[src/rtl/store_pkg.sv]
// rtl/store_pkg.sv - size encodings, FSM state type and lane-alignment helpers for store_align_buffer
package store_pkg;

    typedef enum logic [1:0] {
        SZ_B = 2'b00,
        SZ_H = 2'b01,
        SZ_W = 2'b10,
        SZ_D = 2'b11
    } size_e;

    typedef enum logic {
        IDLE     = 1'b0,
        SPLIT_HI = 1'b1
    } state_e;

    // Byte count of a store; doubleword collapses to a word on a 32-bit datapath
    function automatic logic [3:0] size_nbytes(input size_e sz, input int xlen);
        case (sz)
            SZ_B:    return 4'd1;
            SZ_H:    return 4'd2;
            SZ_W:    return 4'd4;
            default: return (xlen == 64) ? 4'd8 : 4'd4;
        endcase
    endfunction

    // Keeps only the low nbytes bytes of the store value
    function automatic logic [63:0] size_mask(input logic [3:0] nbytes);
        case (nbytes)
            4'd1:    return 64'h0000_0000_0000_00FF;
            4'd2:    return 64'h0000_0000_0000_FFFF;
            4'd4:    return 64'h0000_0000_FFFF_FFFF;
            default: return 64'hFFFF_FFFF_FFFF_FFFF;
        endcase
    endfunction

    // Shifts sized data into its byte lanes across a two-beat window
    function automatic logic [127:0] align_data(input logic [63:0] data, input logic [2:0] off);
        return {64'd0, data} << {off, 3'b000};
    endfunction

    // Byte-lane enables across a two-beat window
    function automatic logic [15:0] align_strb(input logic [3:0] nbytes, input logic [2:0] off);
        return ((16'd1 << nbytes) - 16'd1) << off;
    endfunction

endpackage

[src/rtl/store_fifo.sv]
// rtl/store_fifo.sv - circular store queue with simultaneous push/pop
module store_fifo #(
    parameter int WIDTH = 8,
    parameter int DEPTH = 4
) (
    input  logic                       clk,
    input  logic                       rst,
    input  logic                       push,
    input  logic [WIDTH-1:0]           push_data,
    input  logic                       pop,
    output logic [WIDTH-1:0]           pop_data,
    output logic                       full,
    output logic                       empty,
    output logic [$clog2(DEPTH+1)-1:0] count
);
    localparam int AW = $clog2(DEPTH);
    localparam int CW = $clog2(DEPTH+1);

    logic [WIDTH-1:0] r_mem [DEPTH];
    logic [AW-1:0]    r_wr_ptr;
    logic [AW-1:0]    r_rd_ptr;
    logic [CW-1:0]    r_count;
    logic             w_do_push;
    logic             w_do_pop;

    assign full      = (r_count == CW'(DEPTH));
    assign empty     = (r_count == '0);
    assign count     = r_count;
    assign pop_data  = r_mem[r_rd_ptr];
    assign w_do_pop  = pop && !empty;
    assign w_do_push = push && (!full || w_do_pop);

    // Entry storage; no reset needed since count gates visibility
    always_ff @(posedge clk) begin
        if (w_do_push) r_mem[r_wr_ptr] <= push_data;
    end

    // Pointers wrap naturally because DEPTH is a power of two
    always_ff @(posedge clk or posedge rst) begin
        if (rst) begin
            r_wr_ptr <= '0;
            r_rd_ptr <= '0;
            r_count  <= '0;
        end else begin
            if (w_do_push) r_wr_ptr <= r_wr_ptr + AW'(1);
            if (w_do_pop)  r_rd_ptr <= r_rd_ptr + AW'(1);
            case ({w_do_push, w_do_pop})
                2'b10:   r_count <= r_count + CW'(1);
                2'b01:   r_count <= r_count - CW'(1);
                default: r_count <= r_count;
            endcase
        end
    end

endmodule

[src/rtl/store_align_buffer.sv]
// rtl/store_align_buffer.sv - store lane aligner and queue; STORE_SPLIT_EN splits misaligned stores into two beats
module store_align_buffer #(
    parameter int XLEN  = 32,
    parameter int DEPTH = 4
) (
    input  logic                       clk,
    input  logic                       rst,
    input  logic                       req_valid,
    output logic                       req_ready,
    input  logic [31:0]                req_addr,
    input  logic [1:0]                 req_size,
    input  logic [XLEN-1:0]            req_data,
    output logic                       mem_valid,
    input  logic                       mem_ready,
    output logic [31:0]                mem_addr,
    output logic [XLEN-1:0]            mem_wdata,
    output logic [XLEN/8-1:0]          mem_strb,
    output logic                       misalign_err,
    output logic [$clog2(DEPTH+1)-1:0] count
);
    import store_pkg::*;

    localparam int NB   = XLEN/8;
    localparam int OFFW = $clog2(NB);
    localparam int EW   = 32 + XLEN + NB;

    logic [2:0]      w_off;
    logic [3:0]      w_nbytes;
    logic [63:0]     w_sized;
    logic [XLEN-1:0] w_lo_data;
    logic [2*NB-1:0] w_strb;
    logic [NB-1:0]   w_lo_strb;
    logic            w_mis;
    logic [31:0]     w_lo_addr;
    logic            w_accept;
    logic            w_push;
    logic            w_pop;
    logic            w_full;
    logic            w_empty;
    logic [EW-1:0]   w_push_data;
    logic [EW-1:0]   w_pop_data;
    state_e          r_state;
    state_e          w_state_nxt;
    logic            r_misalign_err;

    assign w_off     = 3'(req_addr[OFFW-1:0]);
    assign w_nbytes  = size_nbytes(size_e'(req_size), XLEN);
    assign w_sized   = 64'(req_data) & size_mask(w_nbytes);
    assign w_lo_data = XLEN'(align_data(w_sized, w_off));
    assign w_strb    = (2*NB)'(align_strb(w_nbytes, w_off));
    assign w_lo_strb = w_strb[NB-1:0];
    assign w_mis     = |w_strb[2*NB-1:NB];
    assign w_lo_addr = {req_addr[31:OFFW], {OFFW{1'b0}}};

    // Ready depends only on registered state so no valid->ready loop exists
    assign req_ready    = !rst && (r_state == IDLE) && !w_full;
    assign w_accept     = req_valid && req_ready;
    assign mem_valid    = !w_empty;
    assign w_pop        = mem_valid && mem_ready;
    assign mem_addr     = w_pop_data[EW-1 -: 32];
    assign mem_wdata    = w_pop_data[NB +: XLEN];
    assign mem_strb     = w_pop_data[NB-1:0];
    assign misalign_err = r_misalign_err;

`ifdef STORE_SPLIT_EN
    logic [31:0]     r_hi_addr;
    logic [XLEN-1:0] r_hi_data;
    logic [NB-1:0]   r_hi_strb;

    // Capture the high beat of a misaligned store while the low beat is queued
    always_ff @(posedge clk or posedge rst) begin
        if (rst) begin
            r_hi_addr <= '0;
            r_hi_data <= '0;
            r_hi_strb <= '0;
        end else if ((r_state == IDLE) && w_accept && w_mis) begin
            r_hi_addr <= w_lo_addr + 32'(NB);
            r_hi_data <= XLEN'(align_data(w_sized, w_off) >> XLEN);
            r_hi_strb <= w_strb[2*NB-1:NB];
        end
    end

    // Next state and queue push: low beat on accept, pending high beat once a slot exists
    always_comb begin
        w_state_nxt = r_state;
        w_push      = 1'b0;
        w_push_data = {w_lo_addr, w_lo_data, w_lo_strb};
        case (r_state)
            IDLE: begin
                if (w_accept) begin
                    w_push = 1'b1;
                    if (w_mis) w_state_nxt = SPLIT_HI;
                end
            end
            SPLIT_HI: begin
                w_push_data = {r_hi_addr, r_hi_data, r_hi_strb};
                if (!w_full || w_pop) begin
                    w_push      = 1'b1;
                    w_state_nxt = IDLE;
                end
            end
            default: w_state_nxt = IDLE;
        endcase
    end
`else
    // Misaligned stores are dropped; only aligned ones enter the queue
    always_comb begin
        w_state_nxt = IDLE;
        w_push      = w_accept && !w_mis;
        w_push_data = {w_lo_addr, w_lo_data, w_lo_strb};
    end
`endif

    // State register and one-cycle drop indication
    always_ff @(posedge clk or posedge rst) begin
        if (rst) begin
            r_state        <= IDLE;
            r_misalign_err <= 1'b0;
        end else begin
            r_state        <= w_state_nxt;
`ifdef STORE_SPLIT_EN
            r_misalign_err <= 1'b0;
`else
            r_misalign_err <= w_accept && w_mis;
`endif
        end
    end

    store_fifo #(.WIDTH(EW), .DEPTH(DEPTH)) u_fifo (
        .clk       (clk),
        .rst       (rst),
        .push      (w_push),
        .push_data (w_push_data),
        .pop       (w_pop),
        .pop_data  (w_pop_data),
        .full      (w_full),
        .empty     (w_empty),
        .count     (count)
    );

endmodule
[config.mk]
export PLATFORM = sky130hd
export DESIGN_NAME = store_align_buffer
export DESIGN_NICKNAME = d
export VERILOG_FILES = /design/src/rtl/store_pkg.sv /design/src/rtl/store_fifo.sv /design/src/rtl/store_align_buffer.sv
export SDC_FILE = /design/constraint.sdc
export NUM_CORES = 1
export LEC_CHECK = 0
export BUFFER_PORTS_ARGS = -buffer_cell sky130_fd_sc_hd__buf_2
export CAP_MARGIN = 20
export CELL_PAD_IN_SITES_DETAIL_PLACEMENT = 0
export CELL_PAD_IN_SITES_GLOBAL_PLACEMENT = 1
export CORE_MARGIN = 8
export CORE_UTILIZATION = 50
export DETAILED_ROUTE_END_ITERATION = 8
export PLACE_DENSITY = 0.84
export SLEW_MARGIN = 0
export SYNTH_ARGS = -nofsm -noshare
export SYNTH_HDL_FRONTEND = slang
export SYNTH_SLANG_ARGS = --single-unit
[constraint.sdc]
create_clock -name clk -period 3.85 [get_ports clk]
set_input_delay 0.5775 -clock clk [delete_from_list [all_inputs] [get_ports clk]]
set_output_delay 0.5775 -clock clk [all_outputs]
set_load 0.1 [all_outputs]
==> results.tsv, run 1 <==
metric	value	unit
dp_hpwl	14470	µm
layout-drive-gt1-share	40.27	%
cts_setup_buffers	0	
stdcell_area	12570	µm²
nNetsFinal	732	
ioPinCount	144	
post_cts_resized	0	
maxCapViolations	0	
grt_max_degree	42	
min_period_over_period	79.14	%
clockRootBuffer	clkbuf_16	
cts_made_buffers	26	
yosys.area_share.simple	2.325	%
yosys-top-cells-area	edfxtp_1, mux4_2, dfrtp_1	
crit_type	flop to primary output	
num_vias	5447	
min_period	3.047	ns
diodes	0	
synthAdderAreaFrac	1.127	%
holdBufCountCts	0	
cp_slowest_cell	dfrtp_2	
ff2ff_setup_slack	1.65	ns
synthArstFlopShare	2.941	%
max_stage_delay	0.83	ns
htreeDepth	1	
worst_slew_pin_slew	0.8710	ns
routed_wirelength	22270	µm
fillCellCount	1523	
rr_endpoint	u_fifo.count[2]	
antenna_found_initial	0	
synth_top_area_share	74.41	%
die_area	26230	µm²
route.detailed.drc	0	
grt_pass1_wl	34510	µm
synth_cells	500	
grt_pass1_vias	5924	
clk_latency	0.52	ns
synth_top_family_by_area	multiplexers	
synth_area_per_cell	21.31	µm²
ys_seq_area_share	76.29	%
worstPathArrival	2.47	ns
ys_top_cells_by_count	edfxtp_1, mux4_2, nor2_1	
rows	53	
overflow	0	
clock-sinks	272	
critical-path-top-delay-family	flip-flops	
cts_tree	built	
synth-xor-area-share	0.4932	%
synth_compound_area_share	2.842	%
setup_tns	0	ns
dpl_cell_area	11740	µm²
start_util	50.84	%
crit_path_cell_trace	buf_12 -> mux4_2 -> buf_2	
clkTransAtPathRegs	0.06	ns
slew_headroom	41.72	%
synth_seq_cells	272	
setup_violations	0	
path_buf_inv	2	
die_h	162.0	µm
hold_viol	0	
viasPerCell	5.746	
gp_congestion	0.7573	
ys.flop_type	edfxtp_1	
rsz0062_at_grt	no	
track_usage	17.10	%
drtAntennaViolNets	0	
yosysTopAreaCell	edfxtp_1	
final_max_slew_viol_count	0	
syn_area	10650	µm²
crit_path_max_fanout	40	
reg2reg_depth	10	
finalClockSkew	0.008730	ns
first_iter_violations	489	
cts_buffer_depth	3	
status	completed	
fp.dieW	162.0	µm
startpoint_type	flop	
drtPass1Iterations	5	
fmax	328.2	MHz
core	20960	µm²
synthMuxAreaShare	14.94	%
yosysMostFrequentCell	edfxtp_1	
worstPathRequired	3.27	ns
hp-class	primary input to async pin	
end_kind	primary output	
synth-edff-count	264	
detail_route.wl_per_cell	23.49	µm
area_growth	17.94	%
synthDistinctLibCells	40	
synth-warning-count	0	
r2r-start	u_fifo.count[1]	
io_buffers	141	
[per-layer routing]
metal / GRT usage [%] / up-vias / wire (µm)
met5: 0 / - / 0
met2: 28.87 / 231 / 11210
met3: 3.164 / 38 / 1447
met4: 4.714 / 0 / 399
met1: 22.44 / 2809 / 9208
li1: - / 2369 / -
[cell type report]
cell class              count  area (µm²)  area share (%)
clock buffers              30       686.9           5.466
clock inverters            18       142.6           1.135
inverters                  11       41.29          0.3286
multi-input cells         189        2347           18.68
flip-flops and latches    272        8133           64.72
well taps                 275       344.1           2.738
repair buffers            153       870.8           6.930
[sequential cells by signal, indices dropped and copies added, names as in the netlist]
signal / count
u_fifo.count: 3
u_fifo.r_wr_ptr: 2
misalign_err: 1
u_fifo.r_mem: 264
u_fifo.r_rd_ptr: 2
[how the worst max path moves through the flow]
stage / start / to / slack [ns] / cells past startpoint
final: u_fifo.r_rd_ptr[1] / mem_wdata[12] / 0.80 / 3
after global routing: u_fifo.r_rd_ptr[1] / mem_wdata[17] / 0.71 / 3
after global placement: req_size[0] / u_fifo.count[2] / 0.57 / 14
after floorplan: u_fifo.count[1] / u_fifo.r_mem[0][0] / 0.31 / 5
after CTS: u_fifo.r_rd_ptr[1] / mem_wdata[17] / 0.76 / 3
after detailed placement: req_size[0] / u_fifo.count[2] / 0.45 / 14
[cells by family (layout without fill, tap and decap cells)]
family / count (synthesis) / count (layout)
other cells: 1 / 2
compound gates: 48 / 48
fa+ha+maj: 9 / 9
buf+inv: 40 / 212
xor+xnor: 6 / 6
simple gates: 48 / 48
mux: 76 / 76
flops: 272 / 272
[placed cells by master, fill, tap and decap left out, drive strengths merged, types with 2 or more instances in the layout]
cell / n
nand2: 2
clkinv: 15
nor2: 23
o22ai: 16
edfxtp: 264
nor2b: 3
xnor2: 3
mux4: 66
o21ai: 10
clkbuf: 30
a211oi: 2
and2: 13
xor2: 3
dfrtp: 8
conb: 2
a21oi: 9
bufinv: 2
buf: 153
a22oi: 8
inv: 11
mux2i: 9
ha: 8
[stage by stage]
stage                     hold slack [ns]  utilization, %  instances  setup slack [ns]
after floorplan                    0.3932               -        501            0.3121
after global placement             0.5204           56.01        900            0.5707
after detailed placement           0.5483           56.01        900            0.4459
after CTS                        0.005902           59.97        948            0.7616
after global routing              0.04100           59.97        948            0.7084
final                             0.02424           59.97        948            0.8031
Power of run 1 is not shown: default switching activity piles up to over one toggle a cycle in this logic, so the estimate is an artifact.
==> run 2, diff against run 1 <==
==> constraint.sdc (replaced) <==
create_clock -name clk -period 3.2 [get_ports clk]
set_input_delay 0.48 -clock clk [delete_from_list [all_inputs] [get_ports clk]]
set_output_delay 0.48 -clock clk [all_outputs]
set_load 0.1 [all_outputs]
==> results.tsv, run 2 (same netlist as run 1, synthesis figures left out) <==
metric	value	unit	change
cts_buffer_depth	3		unchanged
grt_max_degree	67		was 42
worstPathRequired	2.72	ns	was 3.27 ns
status	completed		unchanged
slew_headroom	32.36	%	was 41.72%
layout_common_cells	edfxtp_1, buf_2, mux4_2		unchanged
largest_reg_flops	264		unchanged
cts_made_buffers	25		was 26
rsz0062_at_grt	no		unchanged
drtPass1Iterations	5		unchanged
gp_congestion	0.7681		was 0.7573
drtAntennaViolNets	0		unchanged
ioPinCount	144		unchanged
routed_wirelength	22220	µm	was 22270 µm
crit_type	flop to primary output		unchanged
finalClockSkew	0.005265	ns	was 0.008730 ns
clock-sinks	272		unchanged
cts_tree	built		unchanged
nNetsFinal	733		was 732
fmax	343.0	MHz	
end_kind	primary output		unchanged
viasPerCell	5.655		was 5.746
maxCapViolations	0		unchanged
num_vias	5355		was 5447
clk_latency	0.51	ns	was 0.52 ns
diodes	0		unchanged
setup_tns	0	ns	unchanged
min_period	2.916	ns	
startpoint_type	flop		unchanged
post_cts_resized	0		unchanged
grt_pass1_vias	5908		was 5924
hp-class	primary input to flop		was primary input to async pin
die_area	26230	µm²	unchanged
min_period_over_period	91.11	%	
die_h	162.0	µm	unchanged
clockRootBuffer	clkbuf_16		unchanged
crit_path_max_fanout	22		was 40
fp.dieW	162.0	µm	unchanged
hold_viol	0		unchanged
rows	53		unchanged
io_buffers	141		unchanged
area_growth	17.10	%	was 17.94%
hold_depth	1		
core	20960	µm²	unchanged
track_usage	16.92	%	was 17.10%
antenna_found_initial	0		unchanged
dp_hpwl	14300	µm	was 14470 µm
worst_slew_pin_slew	1.015	ns	was 0.8710 ns
overflow	0		unchanged
route.detailed.drc	0		unchanged
htreeDepth	1		unchanged
start_util	50.84	%	unchanged
regMostFlops	u_fifo.r_mem		unchanged
detail_route.wl_per_cell	23.46	µm	was 23.49 µm
layout-drive-gt1-share	40.18	%	was 40.27%
final_max_slew_viol_count	0		unchanged
first_iter_violations	391		was 489
grt_pass1_wl	34180	µm	was 34510 µm
setup_violations	0		unchanged
reg2reg_depth	4		was 10
worstPathArrival	2.44	ns	was 2.47 ns
clkTransAtPathRegs	0.06	ns	about the same
final_common_cell	edfxtp_1		unchanged
-- run 2: cell type report --
| class | instances | area [µm²] |
|---|---|---|
| Tap cell | 275 | 344.1 |
| Multi-Input combinational cell | 189 | 2347 |
| Timing Repair Buffer | 155 | 838.3 |
| Clock inverter | 12 | 86.33 |
| Fill cell | 1550 | 8479 |
| Inverter | 11 | 41.29 |
| Sequential cell | 272 | 8133 |
| Clock buffer | 33 | 685.7 |
-- run 2: worst max-delay path, cell delays in order, from the launching register on --
cell and delay [ns]:
dfrtp_4 0.71, buf_4 0.35, mux4_2 0.55, buf_2 0.31
-- run 2: stage by stage --
| stage | hold WS [ns] | cell area, µm² | setup WS, ns | instances | utilization (%) |
|---|---|---|---|---|---|
| 6_report | 0.1898 | 12480 | 0.2844 | 947 | 59.54 |
| 4_1_cts | 0.1697 | 12480 | 0.2097 | 947 | 59.54 |
| 2_1_floorplan | 0.2957 | 10680 | -0.3379 | 501 | - |
| 3_3_place_gp | 0.4576 | 11690 | 0.04445 | 901 | 55.80 |
| 5_1_grt | 0.1778 | 12480 | 0.1461 | 947 | 59.54 |
| 3_5_place_dp | 0.4744 | 11690 | -0.09649 | 901 | 55.80 |
-- run 2: final timing paths --
path	start	end	slack, ns
worst max-delay path	u_fifo.r_rd_ptr[0]	mem_addr[16]	0.28
worst min-delay path	req_addr[6]	u_fifo.r_mem[0][40]	0.19
worst max register to register	u_fifo.count[0]	u_fifo.r_mem[2][4]	0.86
worst min register to register	u_fifo.count[0]	u_fifo.count[0]	0.54
max in group asynchronous	rst	u_fifo.r_rd_ptr[0]	2.44
min in group asynchronous	rst	u_fifo.r_rd_ptr[0]	0.50
-- run 2: what timing repair did --
| item | in CTS | in global routing |
|---|---|---|
| buffers inserted | 0 | 0 |
| hold buffers | 1 | 0 |
| endpoints found under the hold margin | 8 | 0 |
-- run 2: per-layer routing --
metal | vias up | part of all wire (%) | global-route usage, %
met5 | - | 0 | 0
met4 | 0 | 2.4 | 5.640
met3 | 34 | 7.0 | 3.290
met2 | 223 | 49 | 28.17
met1 | 2745 | 41 | 22.09
li1 | 2353 | - | -
Power of run 2 is left out for the same reason.
==> run 3, diff against run 2 <==
--- a/config.mk
+++ b/config.mk
@@ -12,6 +12,7 @@
 export CORE_MARGIN = 8
 export CORE_UTILIZATION = 50
 export DETAILED_ROUTE_END_ITERATION = 8
+export MAX_ROUTING_LAYER = met4
 export PLACE_DENSITY = 0.84
 export SLEW_MARGIN = 0
 export SYNTH_ARGS = -nofsm -noshare
==> results.tsv, run 3 (same netlist as run 1, synthesis figures left out) <==
metric	value	unit	change
finalClockSkew	0.006499	ns	was 0.005265 ns
wl_met2	11050	µm	was 10980 µm
drtAntennaViolNets	0		unchanged
worstPathArrival	2.44	ns	about the same
antenna_found_initial	0		unchanged
maxCapViolations	0		unchanged
overflow	0		unchanged
largest_reg_flops	264		unchanged
end_kind	primary output		unchanged
setup_tns	0	ns	unchanged
fmax	342.2	MHz	was 343.0 MHz
worstPathRequired	2.72	ns	about the same
gp_congestion	0.7784		was 0.7681
grt_pass1_wl	34140	µm	was 34180 µm
cts_buffer_depth	3		unchanged
nNetsFinal	733		unchanged
htreeDepth	1		unchanged
status	completed		unchanged
wl_met3	1637	µm	was 1545 µm
grt_pass1_vias	5894		was 5908
hold_ws	0.1843	ns	was 0.1898 ns
layout-drive-gt1-share	40.18	%	unchanged
maxUsedRoutingLayer	met4		unchanged
stdcell_area	12480	µm²	unchanged
clk_latency	0.51	ns	about the same
slew_headroom	31.33	%	was 32.36%
core	20960	µm²	unchanged
place_inst	901		unchanged
rsz0062_at_grt	no		unchanged
fillCellCount	1550		unchanged
viasPerCell	5.655		unchanged
first_iter_violations	415		was 391
ioPinCount	144		unchanged
cts_made_buffers	25		unchanged
die_area	26230	µm²	unchanged
crit_type	flop to primary output		unchanged
regMostFlops	u_fifo.r_mem		unchanged
die_h	162.0	µm	unchanged
worst_slew_pin_slew	1.030	ns	was 1.015 ns
dp_hpwl	14300	µm	unchanged
final_max_slew_viol_count	0		unchanged
crit_path_max_fanout	22		unchanged
m1WireLength	9034	µm	was 9167 µm
finalNonFillerCells	947		unchanged
io_buffers	141		unchanged
num_vias	5355		unchanged
min_period	2.923	ns	was 2.916 ns
detail_route.wl_per_cell	23.47	µm	was 23.46 µm
min_period_over_period	91.33	%	was 91.11%
clock-sinks	272		unchanged
rows	53		unchanged
hold_viol	0		unchanged
start_util	50.84	%	unchanged
diodes	0		unchanged
startpoint_type	flop		unchanged
clockRootBuffer	clkbuf_16		unchanged
dpl_cell_area	11690	µm²	unchanged
track_usage	17.42	%	was 16.92%
route.detailed.drc	0		unchanged
setup_violations	0		unchanged
hp-class	primary input to flop		unchanged
layout_common_cells	edfxtp_1, buf_2, mux4_2		unchanged
cts_tree	built		unchanged
grt_max_degree	67		unchanged
fp.dieW	162.0	µm	unchanged
clkTransAtPathRegs	0.06	ns	about the same
routed_wirelength	22230	µm	was 22220 µm
drtPass1Iterations	5		unchanged
final_common_cell	edfxtp_1		unchanged
area_growth	17.10	%	unchanged
cts_setup_buffers	0		unchanged
## run 3: final timing paths
kind	cells past startpoint	slack [ns]	startpoint	endpoint
min in group asynchronous	3	0.50	rst	u_fifo.count[0]
hold reg to reg	1	0.54	u_fifo.count[0]	u_fifo.count[0]
hold / removal	1	0.18	req_addr[6]	u_fifo.r_mem[2][40]
setup / recovery	3	0.28	u_fifo.r_rd_ptr[0]	mem_addr[16]
setup reg to reg	4	0.84	u_fifo.count[0]	u_fifo.r_mem[0][51]
max in group asynchronous	3	2.43	rst	u_fifo.r_rd_ptr[0]
## run 3: final cells by class
type | count | area, µm² | share of cell area (%)
clock buffer | 33 | 685.7 | 5.496
clock inverter | 12 | 86.33 | 0.6920
inverter | 11 | 41.29 | 0.3310
multi-input combinational | 189 | 2347 | 18.81
sequential | 272 | 8133 | 65.19
tap | 275 | 344.1 | 2.758
timing repair buffer | 155 | 838.3 | 6.719
## run 3: layer usage
layer	track usage, %	vias up
li1	-	2358
met1	22.29	2736
met2	28.26	227
met3	2.860	34
met4	5.640	0
met5	-	-
## run 3: worst max-delay path, stage by stage, from the launching register on
cell,delay [ns]
dfrtp_4,0.71
buf_4,0.35
mux4_2,0.55
buf_2,0.31
## run 3: through the flow
step | setup WS, ns | utilization, %
final | 0.2775 | 59.54
after global routing | 0.1461 | 59.54
after CTS | 0.2097 | 59.54
after detailed placement | -0.09649 | 55.80
after global placement | 0.04445 | 55.80
after floorplan | -0.3379 | -
## run 3: what timing repair did
item                      4_1_cts  5_1_grt
hold endpoints to repair        8        0
hold buffers                    1        0
gates resized for setup         0        0
Power of run 3 is left out for the same reason.
